**src/rtl/jet_pkg.sv**
```systemverilog
// Shared constants and enums for the jet sprite fetch path.
package jet_pkg;
  localparam int SPRITE_DIM = 32;
  localparam int ADDR_W = 10;
  localparam int COORD_W = $clog2(SPRITE_DIM);
  localparam logic [3:0] TRANSPARENT_IDX = 4'h0;

  typedef enum logic [1:0] {
    ORIENT_UP    = 2'b00,
    ORIENT_RIGHT = 2'b01,
    ORIENT_DOWN  = 2'b10,
    ORIENT_LEFT  = 2'b11
  } orient_e;

  typedef enum logic {
    ST_ALIVE = 1'b0,
    ST_BLINK = 1'b1
  } blink_state_e;
endpackage

```
**src/rtl/jet_blink_fsm.sv**
```systemverilog
// Hit-blink (invulnerability) state machine: frame counter plus visible/invuln flags.
module jet_blink_fsm
  import jet_pkg::*;
#(
  parameter int BLINK_FRAMES = 120,
  parameter int BLINK_SHIFT  = 3
) (
  input  logic clk,
  input  logic rst_n,
  input  logic frame_start,
  input  logic hit_pulse,
  output logic visible,
  output logic invuln
);
  localparam int FCNT_W = $clog2(BLINK_FRAMES);
  localparam logic [FCNT_W-1:0] FCNT_LAST = FCNT_W'(BLINK_FRAMES - 1);

  blink_state_e      state_q, state_d;
  logic [FCNT_W-1:0] fcnt_q, fcnt_d;
  logic              visible_q, visible_d;
  logic              invuln_q, invuln_d;

  always_comb begin
    state_d = state_q;
    fcnt_d  = fcnt_q;
    case (state_q)
      ST_ALIVE: begin
        // A frame_start coinciding with the hit is not counted.
        if (hit_pulse) begin
          state_d = ST_BLINK;
          fcnt_d  = '0;
        end
      end
      ST_BLINK: begin
        if (frame_start) begin
          if (fcnt_q == FCNT_LAST) begin
            state_d = ST_ALIVE;
            fcnt_d  = '0;
          end else begin
            fcnt_d = fcnt_q + FCNT_W'(1);
          end
        end
      end
      default: state_d = ST_ALIVE;
    endcase
    visible_d = (state_d == ST_ALIVE) | ~fcnt_d[BLINK_SHIFT];
    invuln_d  = (state_d == ST_BLINK);
  end

  always_ff @(posedge clk or negedge rst_n) begin
    if (!rst_n) begin
      state_q   <= ST_ALIVE;
      fcnt_q    <= '0;
      visible_q <= 1'b1;
      invuln_q  <= 1'b0;
    end else begin
      state_q   <= state_d;
      fcnt_q    <= fcnt_d;
      visible_q <= visible_d;
      invuln_q  <= invuln_d;
    end
  end

  assign visible = visible_q;
  assign invuln  = invuln_q;
endmodule

```
**src/rtl/jet_sprite_fetch.sv**
```systemverilog
// Maps the raster onto the jet sprite ROM and delivers colour index + hit flag
// with a fixed 3-cycle latency.
module jet_sprite_fetch
  import jet_pkg::*;
#(
  parameter int BLINK_FRAMES = 120,
  parameter int BLINK_SHIFT  = 3
) (
  input  logic              Clk,
  input  logic              Reset_n,
  input  logic              frame_start,
  input  logic [9:0]        jet_x,
  input  logic [9:0]        jet_y,
  input  logic [1:0]        orient,
  input  logic              hit_pulse,
  input  logic [9:0]        draw_x,
  input  logic [9:0]        draw_y,
  input  logic              pix_valid,
  output logic [ADDR_W-1:0] rom_addr,
  input  logic [3:0]        rom_q,
  output logic [3:0]        pal_index,
  output logic              pix_hit,
  output logic              pix_out_valid,
  output logic              invuln
);
  localparam logic [COORD_W-1:0] M = COORD_W'(SPRITE_DIM - 1);

  logic [9:0]        jx_q, jx_d, jy_q, jy_d;
  orient_e           orient_q, orient_d;
  logic              visible;
  logic              inbox;
  logic [COORD_W-1:0] lx, ly, u, v;
  logic [ADDR_W-1:0] rom_addr_q, rom_addr_d;
  logic              s1_inbox_q, s1_valid_q, s1_vis_q;
  logic              s2_inbox_q, s2_valid_q, s2_vis_q;
  logic [3:0]        pal_index_q, pal_index_d;
  logic              pix_hit_q, pix_hit_d;
  logic              pix_out_valid_q;

  jet_blink_fsm #(
    .BLINK_FRAMES(BLINK_FRAMES),
    .BLINK_SHIFT (BLINK_SHIFT)
  ) u_blink (
    .clk        (Clk),
    .rst_n      (Reset_n),
    .frame_start(frame_start),
    .hit_pulse  (hit_pulse),
    .visible    (visible),
    .invuln     (invuln)
  );

  always_comb begin
    jx_d     = jx_q;
    jy_d     = jy_q;
    orient_d = orient_q;
    if (frame_start) begin
      jx_d     = jet_x;
      jy_d     = jet_y;
      orient_d = orient_e'(orient);
    end

    // 11-bit compares so a sprite near the right/bottom edge clips instead of wrapping.
    inbox = pix_valid
          & ({1'b0, draw_x} >= {1'b0, jx_q})
          & ({1'b0, draw_x} <  ({1'b0, jx_q} + 11'(SPRITE_DIM)))
          & ({1'b0, draw_y} >= {1'b0, jy_q})
          & ({1'b0, draw_y} <  ({1'b0, jy_q} + 11'(SPRITE_DIM)));
    lx = draw_x[COORD_W-1:0] - jx_q[COORD_W-1:0];
    ly = draw_y[COORD_W-1:0] - jy_q[COORD_W-1:0];

    u = lx;
    v = ly;
    case (orient_q)
      ORIENT_UP:    begin u = lx;     v = ly;     end
      ORIENT_RIGHT: begin u = ly;     v = M - lx; end
      ORIENT_DOWN:  begin u = M - lx; v = M - ly; end
      ORIENT_LEFT:  begin u = M - ly; v = lx;     end
      default:      begin u = lx;     v = ly;     end
    endcase
    rom_addr_d = inbox ? {v, u} : '0;

    pal_index_d = rom_q;
    pix_hit_d   = s2_inbox_q & s2_vis_q & (rom_q != TRANSPARENT_IDX);
  end

  always_ff @(posedge Clk or negedge Reset_n) begin
    if (!Reset_n) begin
      jx_q            <= '0;
      jy_q            <= '0;
      orient_q        <= ORIENT_UP;
      rom_addr_q      <= '0;
      s1_inbox_q      <= 1'b0;
      s1_valid_q      <= 1'b0;
      s1_vis_q        <= 1'b0;
      s2_inbox_q      <= 1'b0;
      s2_valid_q      <= 1'b0;
      s2_vis_q        <= 1'b0;
      pal_index_q     <= '0;
      pix_hit_q       <= 1'b0;
      pix_out_valid_q <= 1'b0;
    end else begin
      jx_q            <= jx_d;
      jy_q            <= jy_d;
      orient_q        <= orient_d;
      rom_addr_q      <= rom_addr_d;
      s1_inbox_q      <= inbox;
      s1_valid_q      <= pix_valid;
      s1_vis_q        <= visible;
      s2_inbox_q      <= s1_inbox_q;
      s2_valid_q      <= s1_valid_q;
      s2_vis_q        <= s1_vis_q;
      pal_index_q     <= pal_index_d;
      pix_hit_q       <= pix_hit_d;
      pix_out_valid_q <= s2_valid_q;
    end
  end

  assign rom_addr      = rom_addr_q;
  assign pal_index     = pal_index_q;
  assign pix_hit       = pix_hit_q;
  assign pix_out_valid = pix_out_valid_q;
endmodule

```
**config.mk**
```make
export PLATFORM = sky130hd
export DESIGN_NAME = jet_sprite_fetch
export DESIGN_NICKNAME = d
export VERILOG_FILES = /design/src/rtl/jet_pkg.sv /design/src/rtl/jet_blink_fsm.sv /design/src/rtl/jet_sprite_fetch.sv
export SDC_FILE = /design/constraint.sdc
export NUM_CORES = 1
export LEC_CHECK = 0
export ABC_AREA = 1
export CAP_MARGIN = 20
export CORE_MARGIN = 5
export CORE_UTILIZATION = 48
export CTS_BUF_LIST = sky130_fd_sc_hd__clkbuf_8
export CTS_CLUSTER_SIZE = 20
export DETAILED_ROUTE_END_ITERATION = 16
export PLACE_DENSITY_LB_ADDON = 0.15
export SYNTH_ARGS = -nofsm -noshare
export SYNTH_HDL_FRONTEND = slang
export SYNTH_SLANG_ARGS = --single-unit
```
**constraint.sdc**
```tcl
create_clock -name Clk -period 1.68 [get_ports Clk]
set_input_delay 0.168 -clock Clk [delete_from_list [all_inputs] [get_ports Clk]]
set_output_delay 0.168 -clock Clk [all_outputs]
set_load 0.01 [all_outputs]
```
==> summary.json <==
{
  "dpl_cell_area_mm2": 0.00423,
  "unrepaired_setup_endpoints_after_global_routing": "true",
  "clock_latency_ns": 0.31,
  "via_count": 2795,
  "drt_drc_violations_left": 0,
  "worst_r2r_path_depth": 12,
  "run_status": "complete, but fails checks",
  "max_cap_violations": 0,
  "layout.filler_cells": 560,
  "drt-pass1-iter-count": 4,
  "maxSlewHeadroom": 0.719,
  "violations": "negative setup slack",
  "core_footprint_mm2": 0.00672,
  "cts-htree-levels": 2,
  "final_period_minus_worst_setup_slack_ns": 2.00,
  "critical_path.max_stage_delay_ns": 0.43,
  "mappedNetlistArea_mm2": 0.00326,
  "setup-tns-final_ns": -3.29,
  "routedWlPerCell_um": 11.9,
  "worst-path-buf-inv": 2,
  "dieArea_mm2": 0.00854,
  "synthesis.area_per_instance_um2": 8.17,
  "drive_gt1_frac": 0.131,
  "insertedDiodeCount": 0,
  "crit-reg2reg-capture": "rom_addr[7]$_DFF_PN0_",
  "ir_worst_vdd_uv": 470,
  "synth_fp_nets": 485,
  "final-hold-violation-count": 0,
  "die_y_um": 92.4,
  "io-pin-count": 68,
  "worst-r2r-setup-slack_ns": -0.32,
  "worst_ep_required_time_ns": 1.92,
  "reg2reg_from": "jx_q[5]$_DFFE_PN0P_",
  "setup_slack_ns": -0.323,
  "gp_routability_congestion": 0.815,
  "final_core_utilization": 0.647,
  "multiInputGateArea_mm2": 0.00171,
  "syn_inst": 399,
  "start_util": 0.485,
  "drtIter0Drc": 94,
  "postSynthRegisterBits": 53,
  "finClkSkew_ns": 0.00844,
  "power.leakage_uw": 0.00219,
  "numClockSinks": 53,
  "critPathSlowestCell": "sky130_fd_sc_hd__dfrtp_1",
  "worstSetupPathType": "reg2reg",
  "area_delta_synth_final_pct": 33.4,
  "antenna_violating_nets_post_route": 0,
  "setup.worst_path.start_class": "flip-flop",
  "nets": 580,
  "grt_start_max_net_pins": 38,
  "clk_path_buf_depth": 2,
  "ff_latch_area_mm2": 0.00133,
  "crit_path_cell_trace": "ha_2, inv_1, ha_4, a21o_1, nor2_1, nor2_1, nor2_1, nand2_1, nor2_2, nand3_2, buf_12, nor2_2",
  "final-max-slew-violation-count": 0,
  "fraction_of_the_cycle_the_final_worst_path_needs": 1.19,
  "row_count": 30,
  "vias_in_the_first_global_route": 2762,
  "synth.top_cell.area_share": 0.399,
  "clk_transition_reported_paths_ns": 0.10,
  "timing_worst_slew_pin_value_ns": 0.422,
  "hpwlAfterDp_um": 5490,
  "power_density_mw_per_mm2": 783,
  "final_cell_area_mm2": 0.00435,
  "die_x_um": 92.4,
  "critical-path-top-cell-by-count": "sky130_fd_sc_hd__nor2_1",
  "port_buffers": 67,
  "cts-buffers-inserted": 5,
  "synth_largest_area_cell": "sky130_fd_sc_hd__dfrtp_1",
  "drt-vias-per-instance": 4.86,
  "yosysWarningCount": 0,
  "antenna_found_initial": 0,
  "synth_area_leaders": "sky130_fd_sc_hd__dfrtp_1 (40%), sky130_fd_sc_hd__ha_1 (13%), sky130_fd_sc_hd__nand2_1 (12%)",
  "grt_overflow_total": 0,
  "cpLargestDelayFamily": "simple AND/OR/NAND/NOR gates",
  "critical_path_capture_point_type": "flip-flop",
  "min-delay-path-class": "in2async",
  "cts_root_buf": "sky130_fd_sc_hd__clkbuf_8",
  "fmaxAchievable_mhz": 499,
  "post_synthesis_sequential_area_ratio": 0.407,
  "grt_pass1_wl_um": 11900,
  "timing.critical_path.fanout_max": 11,
  "dp_slack_ns": -0.405,
  "routed_wl_um": 6820,
  "report.final.setup_viol": 11,
  "post_synth_num_cell_types": 30,
  "grt_use_total": 0.170,
  "crit_arrival_ns": 2.25,
  "worst_setup_path_startpoint": "jx_q[5]$_DFFE_PN0P_",
  "cts_tree": "yes"
}
==> metal layers <==
layer | GRT usage | wire [um]
met4 | 0.0396 | 83
met5 | 0 | 0
met3 | 0.0309 | 271
met1 | 0.211 | 3020
met2 | 0.304 | 3450
==> worst register-to-register path, cell delays in order, from the launching register on <==
cell and delay, ns:
sky130_fd_sc_hd__dfrtp_1 0.43, sky130_fd_sc_hd__ha_2 0.33, sky130_fd_sc_hd__inv_1 0.06, sky130_fd_sc_hd__ha_4 0.22
sky130_fd_sc_hd__a21o_1 0.17, sky130_fd_sc_hd__nor2_1 0.11, sky130_fd_sc_hd__nor2_1 0.05, sky130_fd_sc_hd__nor2_1 0.08
sky130_fd_sc_hd__nand2_1 0.07, sky130_fd_sc_hd__nor2_2 0.08, sky130_fd_sc_hd__nand3_2 0.08, sky130_fd_sc_hd__buf_12 0.16
sky130_fd_sc_hd__nor2_2 0.09
==> how the worst max path moves through the flow <==
stage	to	slack, ns	cells past startpoint
3_5_place_dp	rom_addr[7]$_DFF_PN0_	-0.41	10
2_1_floorplan	rom_addr[5]$_DFF_PN0_	-0.16	12
6_report	rom_addr[7]$_DFF_PN0_	-0.32	12
3_3_place_gp	rom_addr[9]$_DFF_PN0_	-0.38	16
4_1_cts	rom_addr[9]$_DFF_PN0_	-0.33	12
5_1_grt	rom_addr[4]$_DFF_PN0_	-0.51	13
==> cells by family (layout without fill, tap and decap cells) <==
kind of cell | count (synthesis) | count (layout) | synth area share
adder cells (fa/ha/maj) | 35 | 35 | 0.139
AND/OR/NAND/NOR | 178 | 178 | 0.236
buffers and inverters | 63 | 159 | 0.0752
XOR/XNOR | 21 | 21 | 0.0564
flip-flops | 53 | 53 | 0.407
multiplexers | 2 | 2 | 0.00691
AO/OA/AOI/OAI | 47 | 47 | 0.0798
==> power by group <==
part,switching [uW],internal [uW]
Combinational,595,548
Sequential,99.1,1430
Clock,441,297
Total,1130,2270
==> per-stage QoR <==
stage                     hold WS (ns)  std cells  total power, uW
after floorplan                 -0.128        399             2230
after global placement           0.126        566             2650
after detailed placement         0.130        566             2680
after CTS                        0.319        575             3440
after global routing             0.321        575             3670
final                            0.316        575             3410
==> sequential cells by signal (all words and copies together) (netlist names) <==
signal,cells
jx_q,10
jy_q,10
rom_addr,10
u_blink.fcnt_q,7
pal_index,4
orient_q,2
pix_hit,1
pix_out_valid,1
s1_inbox_q,1
s1_valid_q,1
s1_vis_q,1
s2_inbox_q,1
s2_valid_q,1
s2_vis_q,1
u_blink.state_q,1
u_blink.visible,1
==> layout by cell type, fill, tap and decap left out, types with 2 or more instances in the layout <==
cell type	instances
sky130_fd_sc_hd__a21o_1	3
sky130_fd_sc_hd__a21oi_1	10
sky130_fd_sc_hd__buf_12	2
sky130_fd_sc_hd__buf_4	27
sky130_fd_sc_hd__clkbuf_8	5
sky130_fd_sc_hd__clkdlybuf4s50_1	66
sky130_fd_sc_hd__dfrtp_1	52
sky130_fd_sc_hd__fa_1	2
sky130_fd_sc_hd__ha_1	31
sky130_fd_sc_hd__inv_1	52
sky130_fd_sc_hd__inv_2	2
sky130_fd_sc_hd__mux2_2	2
sky130_fd_sc_hd__nand2_1	102
sky130_fd_sc_hd__nand2_2	3
sky130_fd_sc_hd__nand3_1	23
sky130_fd_sc_hd__nand3_2	2
sky130_fd_sc_hd__nand4_1	6
sky130_fd_sc_hd__nor2_1	23
sky130_fd_sc_hd__nor2_2	15
sky130_fd_sc_hd__nor3_1	3
sky130_fd_sc_hd__o21ai_0	29
sky130_fd_sc_hd__xnor2_1	6
sky130_fd_sc_hd__xor2_1	15
==> Yosys cell counts, drive strengths merged <==
library cell  number
nand2            105
inv               54
dfrtp             52
nor2              38
ha                33
o21ai             29
nand3             25
xor2              15
a21oi             10
nand4              6
xnor2              6
clkbuf             5
buf                4
a21o               3
nor3               3
fa                 2
mux2               2
a22o               1
a32o               1
dfstp              1
nor4               1
o2111ai            1
o211ai             1
o21a               1
==> layout make-up <==
class / count / share of cell area
multi-input cells: 283 / 0.393
flip-flops and latches: 53 / 0.305
repair buffers: 97 / 0.211
inverters: 54 / 0.0466
well taps: 80 / 0.0230
clock buffers: 5 / 0.0158
clock inverters: 3 / 0.00489
==> repair_timing <==
| item | in CTS | in global routing |
|---|---|---|
| hold buffers | 1 | 0 |
| hold endpoints to repair | 16 | 0 |
| endpoints found under the setup margin | 11 | 11 |
| pin swaps | 0 | 3 |
| buffers inserted | 0 | 0 |
| resized for setup | 2 | 4 |
Power figures use the tool's default switching activity.
